[src/rtl/ifm_buf_rsp.sv]
// Responder for the ifm address/data interface: issues fixed-latency SRAM reads for
// tagged addresses and returns tagged data in order through a credit-limited FWFT FIFO.
module ifm_buf_rsp #(
  parameter int DW    = 64,
  parameter int AW    = 11,
  parameter int LAT   = 1,
  parameter int DEPTH = 4
) (
  input  logic          clk,
  input  logic          rst,
  input  logic [AW-1:0] m_addr,
  input  logic          m_addr_first,
  input  logic          m_addr_last,
  input  logic          m_addr_valid,
  output logic          m_addr_ready,
  output logic          mem_en,
  output logic [AW-1:0] mem_addr,
  input  logic [DW-1:0] mem_rdata,
  output logic [DW-1:0] s_data,
  output logic          s_data_first,
  output logic          s_data_last,
  output logic          s_data_valid,
  input  logic          s_data_ready,
  output logic          busy,
  output logic [15:0]   burst_cnt
);

  localparam int CW = $clog2(DEPTH + 1);
  localparam int PW = (DEPTH > 1) ? $clog2(DEPTH) : 1;
  localparam logic [CW:0]   DEPTH_S  = (CW + 1)'(DEPTH);
  localparam logic [PW-1:0] LAST_PTR = PW'(DEPTH - 1);

  logic [CW-1:0] inflight;
  logic [CW-1:0] occ;
  logic [PW-1:0] wr_ptr;
  logic [PW-1:0] rd_ptr;
  logic [AW-1:0] addr_q;
  logic [LAT:1]  pipe_vld;
  logic [LAT:1]  pipe_first;
  logic [LAT:1]  pipe_last;
  logic [DW+1:0] fifo_mem [DEPTH];
  logic [DW+1:0] head;
  logic          credit_ok;
  logic          fire;
  logic          push;
  logic          pop;

  // Credit covers both reads still in the SRAM pipe and entries parked in the FIFO,
  // so every issued read is guaranteed a slot when its data returns.
  assign credit_ok    = ({1'b0, inflight} + {1'b0, occ}) < DEPTH_S;
  assign m_addr_ready = credit_ok & ~rst;
  assign fire         = m_addr_valid & m_addr_ready;

  assign mem_en   = fire;
  assign mem_addr = fire ? m_addr : addr_q;

  assign push = pipe_vld[LAT];
  assign pop  = s_data_valid & s_data_ready;

  assign s_data_valid = (occ != '0);
  assign head         = s_data_valid ? fifo_mem[rd_ptr] : '0;
  assign s_data       = head[DW+1:2];
  assign s_data_first = head[1];
  assign s_data_last  = head[0];

  assign busy = (inflight != '0) | (occ != '0);

  always_ff @(posedge clk or posedge rst) begin
    if (rst) begin
      addr_q <= '0;
    end else if (fire) begin
      addr_q <= m_addr;
    end
  end

  always_ff @(posedge clk or posedge rst) begin
    if (rst) begin
      pipe_vld   <= '0;
      pipe_first <= '0;
      pipe_last  <= '0;
    end else begin
      pipe_vld[1]   <= fire;
      pipe_first[1] <= m_addr_first;
      pipe_last[1]  <= m_addr_last;
      for (int k = 2; k <= LAT; k++) begin
        pipe_vld[k]   <= pipe_vld[k-1];
        pipe_first[k] <= pipe_first[k-1];
        pipe_last[k]  <= pipe_last[k-1];
      end
    end
  end

  // Storage needs no reset: the head is masked until occ says an entry is valid.
  always_ff @(posedge clk) begin
    if (push) begin
      fifo_mem[wr_ptr] <= {mem_rdata, pipe_first[LAT], pipe_last[LAT]};
    end
  end

  always_ff @(posedge clk or posedge rst) begin
    if (rst) begin
      wr_ptr <= '0;
      rd_ptr <= '0;
    end else begin
      if (push) begin
        wr_ptr <= (wr_ptr == LAST_PTR) ? '0 : wr_ptr + PW'(1);
      end
      if (pop) begin
        rd_ptr <= (rd_ptr == LAST_PTR) ? '0 : rd_ptr + PW'(1);
      end
    end
  end

  always_ff @(posedge clk or posedge rst) begin
    if (rst) begin
      inflight <= '0;
      occ      <= '0;
    end else begin
      case ({fire, push})
        2'b10:   inflight <= inflight + CW'(1);
        2'b01:   inflight <= inflight - CW'(1);
        default: inflight <= inflight;
      endcase
      case ({push, pop})
        2'b10:   occ <= occ + CW'(1);
        2'b01:   occ <= occ - CW'(1);
        default: occ <= occ;
      endcase
    end
  end

  always_ff @(posedge clk or posedge rst) begin
    if (rst) begin
      burst_cnt <= '0;
    end else if (pop && s_data_last) begin
      burst_cnt <= burst_cnt + 16'd1;
    end
  end

endmodule

[config.mk]
export PLATFORM = sky130hd
export DESIGN_NAME = ifm_buf_rsp
export DESIGN_NICKNAME = d
export VERILOG_FILES = /design/src/rtl/ifm_buf_rsp.sv
export SDC_FILE = /design/constraint.sdc
export NUM_CORES = 1
export LEC_CHECK = 0
export CORE_UTILIZATION = 29
export CTS_BUF_LIST = sky130_fd_sc_hd__clkbuf_2
export CTS_CLUSTER_DIAMETER = 80
export DETAILED_ROUTE_END_ITERATION = 16
export GPL_TIMING_DRIVEN = 0
export SLEW_MARGIN = 20
export SYNTH_ARGS = -nofsm -noshare
export SYNTH_HDL_FRONTEND = slang
export SYNTH_SLANG_ARGS = --single-unit
export TNS_END_PERCENT = 10
[constraint.sdc]
create_clock -name clk -period 7 [get_ports clk]
set_clock_uncertainty 0.05 [all_clocks]
set_input_delay 1.75 -clock clk [delete_from_list [all_inputs] [get_ports clk]]
set_output_delay 1.75 -clock clk [all_outputs]
set_load 0.01 [all_outputs]
## Word-level counts from Yosys, hierarchy flattened

Memories as Yosys holds them, arrays and structs flattened.
Cells that the tools add are included.

- Bits in registers: 40
- Memory bits (writable): 264
- Bits of input ports: 81
- Output and inout port bits: 97
- Logic and storage cells: 43
- Memories kept: 1

Memory list:

| memory | words | width | read ports | clocked after Yosys merged registers in | wr ports | RTL line | source |
|---|---|---|---|---|---|---|---|
| fifo_mem | 4 | 66 | 1 | 0 | 1 | 41 | `logic [DW+1:0] fifo_mem [DEPTH];` |

- Add/sub/neg operators: 8
- Order comparisons: 1
- Eq/ne operators: 6
- Mux-type cells: 8
- Bitwise logic cells: 5
- Reduce and logical (&&, ||, !) cells: 5

Operators by type and width:

| operator | number |
|---|---|
| $mux W66 | 1 |
| $add A16 B1 Y16 const B | 1 |
| $pmux W3 S2 | 2 |
| $mux W11 | 1 |
| $eq A2 B2 Y1 const B | 4 |
| $add A3 B1 Y3 const B | 2 |
| $reduce_bool A3 Y1 | 2 |
| $sub A3 B1 Y3 const B | 2 |
| $add A2 B1 Y2 const B | 2 |
| $add A3 B3 Y4 | 1 |
| $eq A2 B1 Y1 const B | 2 |
| $lt A4 B3 Y1 const B | 1 |
| $mux W2 | 2 |
| $reduce_bool A2 Y1 | 2 |
| $and A1 B1 Y1 | 3 |
| $mux W1 | 2 |
| $logic_and A1 B1 Y1 | 1 |
| $not A1 Y1 | 1 |
| $or A1 B1 Y1 | 1 |

## Longest topological paths before layout

Gate-level depths: netlist (run 1).

- Depth in word-level cells: 6
- Gate-level depth with buffers: 10
- Mapped depth without buffers: 9

## Least setup slack after synthesis (run 1)

Ideal clock, no wire load.

- Path type: input port to output port
- Start: input port rst
- End: output port mem_addr[2]
- Data arrival time: 3034 ps
- Slack: 2166 ps
- Cell stages on the path: 5
- Buffers on the path: 1
- Cells stage by stage: or4_4 -> a31oi_4 -> nand2_4 -> buf_6 -> mux2_4

- Cells in the longest elaborated chain, start to end: 4

Ends and longest elaborated chain:

| item | RTL line | source |
|---|---|---|
| from (decl) | 10 | `input logic rst,` |
| $not A1 Y1 | 51 | `assign m_addr_ready = credit_ok & ~rst;` |
| $and A1 B1 Y1 | 51 |  |
| named net m_addr_ready | 15 | `output logic m_addr_ready,` |
| $and A1 B1 Y1 | 52 | `assign fire = m_addr_valid & m_addr_ready;` |
| $mux W11 | n/a |  |
| to (decl) | 17 | `output logic [AW-1:0] mem_addr,` |

The timed path passes the listed nets, and every way through them passes these cells.

## Worst setup path after layout (run 1)

- Start: input port rst
- End: output port mem_addr[2]

- Cells in the longest elaborated chain, start to end: 4

Ends and longest elaborated chain:

| item | RTL line |
|---|---|
| $not A1 Y1 | 51 |
| $and A1 B1 Y1 | 51 |
| $and A1 B1 Y1 | 52 |
| $mux W11 | n/a |

No other way between the ends.

==> out/results.txt, run 1 <==
status = complete, no violations
Core ar. = 39900 µm²
area of the multi-input gates = 2740 µm²
Slew headroom = 0.481
Power Dens Cells = 375 nW/µm²
Post-synth ARST share = 0.132
CP arrival = 3980 ps
Gate power share = 0.389
dpl cells = 1265
largest net degree at the start of global routing = 41
clock transition at the registers of the reported paths = 80 ps
Final GP Congestion = 0.707
std cell rows = 73
Layout Utilization = 0.378
switching part of the total = 0.311
DP HPWL = 15.7 mm
initial drt markers = 213
initial antenna violation count = 3
vias in the first global route = 6677
WL/cell = 18.1 µm
synthesized flop and latch total = 304
worst vdd ir = 171 µV
Pint = 3.90 mW
Die H = 204 µm
Filler cells = 3765
Fin Setup TNS = 0 ps
TritonCTS Buffers = 79
RSZ-0062 raised after global routing = false
most frequent cells in the layout = edfxtp_1 (264), clkdlybuf4s50_1 (177), clkbuf_2 (122), and2_1 (68), mux4_2 (66)
worst min-delay path class = reg -> reg
via count = 6149
synthesis warning total = 0
worst setup margin = 1220 ps
max_cap viols = 0
layout cells sized above 1 = 0.267
post-synthesis area per instance = 21.2 µm²
global-route wire length before repair = 38.8 mm
Post-Place Worst Slack = 1210 ps
Final ANT Viol Nets = 0
top cell type's share of synthesized area = 0.671
hold slack = 447 ps
total power = 5.66 mW
Register Area = 8930 µm²
post-route insts no fill = 1407
Sequential Power Share = 0.399
Synth area leaders = edfxtp_1 (67%), mux4_2 (13%), dfrtp_1 (8.5%), and2_1 (3.8%), xnor2_1 (1.2%)
post-CTS setup buffer count = 0
number of setup violations in the final report = 0
CP max FO = 10
Netlist Area Pre-Place = 11800 µm²
P_leak = 5.23 nW
H-Tree Depth = 3
Startpoint Class = input pin
design area = 15100 µm²
# port buffers = 177
clock share of power = 0.212
Die X = 204 µm
Placement Cell Area = 14400 µm²
Total GRT Usage = 0.127
sw power = 1.76 mW
Tcrit/Tclk final = 0.825
DRT Wirelength = 25.5 mm
Vias per Instance = 4.37
Final min period = 5780 ps
CTS tree = done
root buffer cell = clkbuf_2
post-layout net count = 914
number of enable flip-flop cells after synthesis = 264
Overflow after GRT = 0
Initial Util = 0.296
fmax = 173 MHz
I/O pins = 178
Area growth syn-to-layout = 27.8%
Top FF cell, synth = edfxtp_1
Slew @ Worst Pin = 778 ps
Die ar. = 41500 µm²
WP data required = 5200 ps
clock sink count = 304
commonest non-fill, non-tap cell in the layout = edfxtp_1
clock latency on the worst-skew pair = 910 ps
Final Hold Viols = 0
Mapped Cells = 558
Crit. End Element = output port
Synth area leader = edfxtp_1
hold buffers post-CTS = 0
First-pass DRT Iterations = 4
CP Class = in -> out
Cell variety after synth = 31
post-synth net total = 651
register area share after synthesis = 0.756
post-route DRC violation count = 0
clock tree buffer depth = 3
Post-CTS Resized = 0
Max Slew Vio Count = 0
power by group through the flow:
stage / Clock, mW / Sequential [mW] / Combinational, mW
2_1_floorplan: 0 / 2.29 / 1.20
5_1_grt: 1.35 / 2.28 / 2.39
3_5_place_dp: 0 / 2.31 / 2.26
4_1_cts: 1.27 / 2.27 / 2.28
3_3_place_gp: 0 / 2.32 / 2.23
6_report: 1.20 / 2.26 / 2.20
final cells by class:
class	count	share of cell area
Sequential cell	304	0.592
Multi-Input combinational cell	222	0.181
Timing Repair Buffer	182	0.126
Tap cell	525	0.0435
Clock buffer	122	0.0405
Buffer	24	0.00804
Clock inverter	19	0.00680
Inverter	8	0.00199
Antenna cell	1	0.000166
cell families (layout without fill, tap and decap cells):
| logic type | count (synthesis) | count (layout) | synth area share |
|---|---|---|---|
| other | 0 | 1 | 0 |
| and+or+nand+nor | 103 | 103 | 0.0540 |
| DFF | 304 | 304 | 0.756 |
| adders and majority gates | 12 | 12 | 0.0140 |
| AOI/OAI and AO/OA | 4 | 4 | 0.00339 |
| xor gates and xnor gates | 21 | 21 | 0.0156 |
| buffers and inverters | 32 | 355 | 0.0128 |
| muxes | 82 | 82 | 0.144 |
flip-flops by register name, summed over array words and instances (netlist names), 2 cells and up:
| signal | flops |
|---|---|
| addr_q | 11 |
| burst_cnt | 16 |
| fifo_mem | 264 |
| inflight | 3 |
| occ | 3 |
| rd_ptr | 2 |
| wr_ptr | 2 |
worst paths after layout:
check | start | to | slack [ps] | cells after the start
min in group asynchronous | rst | inflight[2] | 1120 | 2
worst max-delay path | rst | mem_addr[2] | 1220 | 7
worst min-delay path | addr_q[5] | addr_q[5] | 450 | 1
worst min register to register | addr_q[5] | addr_q[5] | 450 | 1
worst max register to register | inflight[2] | inflight[2] | 4220 | 10
max in group asynchronous | rst | burst_cnt[10] | 5290 | 3
worst max-delay path, cell delays in order:
cell	delay, ps
clkdlybuf4s50_1	440
or4_4	530
a31oi_4	200
nand2_4	90
buf_6	160
mux2_4	310
clkdlybuf4s50_1	490
cells in the mapped netlist, drive strengths merged (3+ instances only):
library cell,count
and3,4
clkbuf,9
xor2,5
dfrtp,40
buf,15
nand4,6
mux2,15
ha,10
inv,8
and4,3
nand2,6
edfxtp,264
nor2,4
xnor2,16
mux4,66
and2,72
per-layer routing:
layer / vias to the layer above / routed length [µm] / global-route usage / part of all wire
met4: 4 / 507 / 0.0572 / 0.020
met2: 207 / 11900 / 0.194 / 0.47
li1: 2784 / - / - / -
met5: - / 31 / 0 / 0.0012
met3: 41 / 1900 / 0.0451 / 0.075
met1: 3113 / 11200 / 0.161 / 0.44
Note: power is estimated with default switching activity, not from simulation.
==> inputs of run 2 (changes only) <==
==> constraint.sdc (replaced) <==
create_clock -name clk -period 5.9 [get_ports clk]
set_clock_uncertainty 0.05 [all_clocks]
set_input_delay 1.475 -clock clk [delete_from_list [all_inputs] [get_ports clk]]
set_output_delay 1.475 -clock clk [all_outputs]
set_load 0.01 [all_outputs]
==> results of run 2 <==
Same layout as run 1 (identical final DEF). Status: complete, no violations.
Among the figures that moved: setup slack after placement 1210 ps -> 655 ps; setup slack after layout 1220 ps -> 674 ps; register-to-register setup slack 4220 ps -> 3120 ps; total power 5.66 mW -> 6.72 mW; worst IR drop on VDD 171 µV -> 203 µV
==> inputs of run 3 (changes only) <==
--- a/config.mk
+++ b/config.mk
@@ -5,11 +5,14 @@
 export SDC_FILE = /design/constraint.sdc
 export NUM_CORES = 1
 export LEC_CHECK = 0
-export CORE_UTILIZATION = 29
+export CORE_MARGIN = 4
+export CORE_UTILIZATION = 56
 export CTS_BUF_LIST = sky130_fd_sc_hd__clkbuf_2
 export CTS_CLUSTER_DIAMETER = 80
+export CTS_CLUSTER_SIZE = 14
 export DETAILED_ROUTE_END_ITERATION = 16
 export GPL_TIMING_DRIVEN = 0
+export PLACE_DENSITY = 0.82
 export SLEW_MARGIN = 20
 export SYNTH_ARGS = -nofsm -noshare
 export SYNTH_HDL_FRONTEND = slang
==> out/results.txt, run 3 (same netlist as run 1, synthesis figures left out) <==
status = complete, no violations
fmax = 189 MHz
Max Slew Vio Count = 0
Post-Place Worst Slack = 592 ps
Final GP Congestion = 0.768
DRT Wirelength = 23.1 mm
post-CTS setup buffer count = 0
routed length on met2 = 11.8 mm
largest net degree at the start of global routing = 43
Die X = 153 µm
post-layout net count = 860
clock tree buffer depth = 3
commonest non-fill, non-tap cell in the layout = edfxtp_1
RSZ-0062 raised after global routing = false
vias in the first global route = 6463
root buffer cell = clkbuf_2
CP Class = in -> out
CP arrival = 3780 ps
Detail Route met3 WL = 1.63 mm
worst min-delay path class = reg -> reg
Post-CTS Resized = 0
post-route DRC violation count = 0
number of setup violations in the final report = 0
std cell rows = 52
global-route wire length before repair = 36.1 mm
Startpoint Class = input pin
Slew @ Worst Pin = 699 ps
First-pass DRT Iterations = 5
clock transition at the registers of the reported paths = 230 ps
Overflow after GRT = 0
clock latency on the worst-skew pair = 800 ps
Power Dens Cells = 428 nW/µm²
Die H = 153 µm
WP data required = 4380 ps
Filler cells = 1311
Top reg by flops = fifo_mem
Final Hold Viols = 0
TritonCTS Buffers = 25
hold buffers post-CTS = 0
Top Metal Used = met5
Slew headroom = 0.534
Final min period = 5300 ps
Die ar. = 23500 µm²
Initial Util = 0.576
WL/cell = 21.9 µm
clock sink count = 304
Area growth syn-to-layout = 21.0%
Layout Utilization = 0.697
max_cap viols = 0
Vias per Instance = 5.60
flip-flop count of the largest register after layout = 264
I/O pins = 178
P_leak = 4.84 nW
Core ar. = 20500 µm²
via count = 5912
hold slack = 448 ps
initial antenna violation count = 2
layout cells sized above 1 = 0.190
initial drt markers = 392
CTS tree = done
Final ANT Viol Nets = 0
worst vdd ir = 281 µV
Tcrit/Tclk final = 0.899
Total GRT Usage = 0.196
CP max FO = 10
Crit. End Element = output port
met1 WL = 9.10 mm
largest registers = fifo_mem x264, burst_cnt x16, addr_q x11
most frequent cells in the layout = edfxtp_1 (264), clkdlybuf4s50_1 (177), and2_1 (68), mux4_2 (66), clkbuf_2 (43)
DP HPWL = 15.5 mm
H-Tree Depth = 1
# port buffers = 177
worst setup margin = 597 ps
Fin Setup TNS = 0 ps
run 3: cell type report:
| cell class | instances | area (µm²) | area share |
|---|---|---|---|
| antenna | 1 | 2.50 | 0.000175 |
| buffer | 24 | 121 | 0.00849 |
| clock buffer | 43 | 215 | 0.0151 |
| clock inverter | 1 | 30.0 | 0.00210 |
| inverter | 8 | 30.0 | 0.00210 |
| multi-input combinational | 222 | 2740 | 0.192 |
| sequential | 304 | 8930 | 0.625 |
| tap | 270 | 338 | 0.0236 |
| timing repair buffer | 182 | 1890 | 0.132 |
run 3: worst paths after layout:
kind / depth (start not counted) / start / slack (ps) / to
setup / recovery: 7 / rst / 600 / mem_addr[9]
hold / removal: 1 / burst_cnt[15] / 450 / burst_cnt[15]
setup reg to reg: 10 / occ[2] / 3070 / inflight[2]
hold reg to reg: 1 / burst_cnt[15] / 450 / burst_cnt[15]
max in group asynchronous: 3 / rst / 4370 / burst_cnt[14]
min in group asynchronous: 2 / rst / 970 / rd_ptr[0]
run 3: per-stage QoR:
| step | std cells | area, µm² | power (mW) |
|---|---|---|---|
| after floorplan | 558 | 11800 | 4.14 |
| after global placement | 1005 | 13900 | 5.29 |
| after detailed placement | 1010 | 14000 | 5.37 |
| after CTS | 1054 | 14300 | 6.21 |
| after global routing | 1055 | 14300 | 6.46 |
| final | 1055 | 14300 | 6.12 |
run 3: worst max-delay path, stage by stage:
cell             delay, ps
clkdlybuf4s50_1        480
or4_4                  550
a31oi_4                210
nand2_4                 90
buf_6                  160
mux2_4                 310
clkdlybuf4s50_1        490
run 3: report_power, final:
part / leakage [nW] / internal, mW / switching [mW] / total [mW]
Sequential: 2.88 / 2.58 / 0.111 / 2.69
Clock: 0.193 / 0.228 / 0.604 / 0.832
Combinational: 1.77 / 1.47 / 1.13 / 2.60
run 3: metal layers:
metal  vias to the layer above  track usage
met5                         -            0
met4                         2       0.0475
met3                        42       0.0489
met2                       196        0.334
met1                      3051        0.258
li1                       2621            -
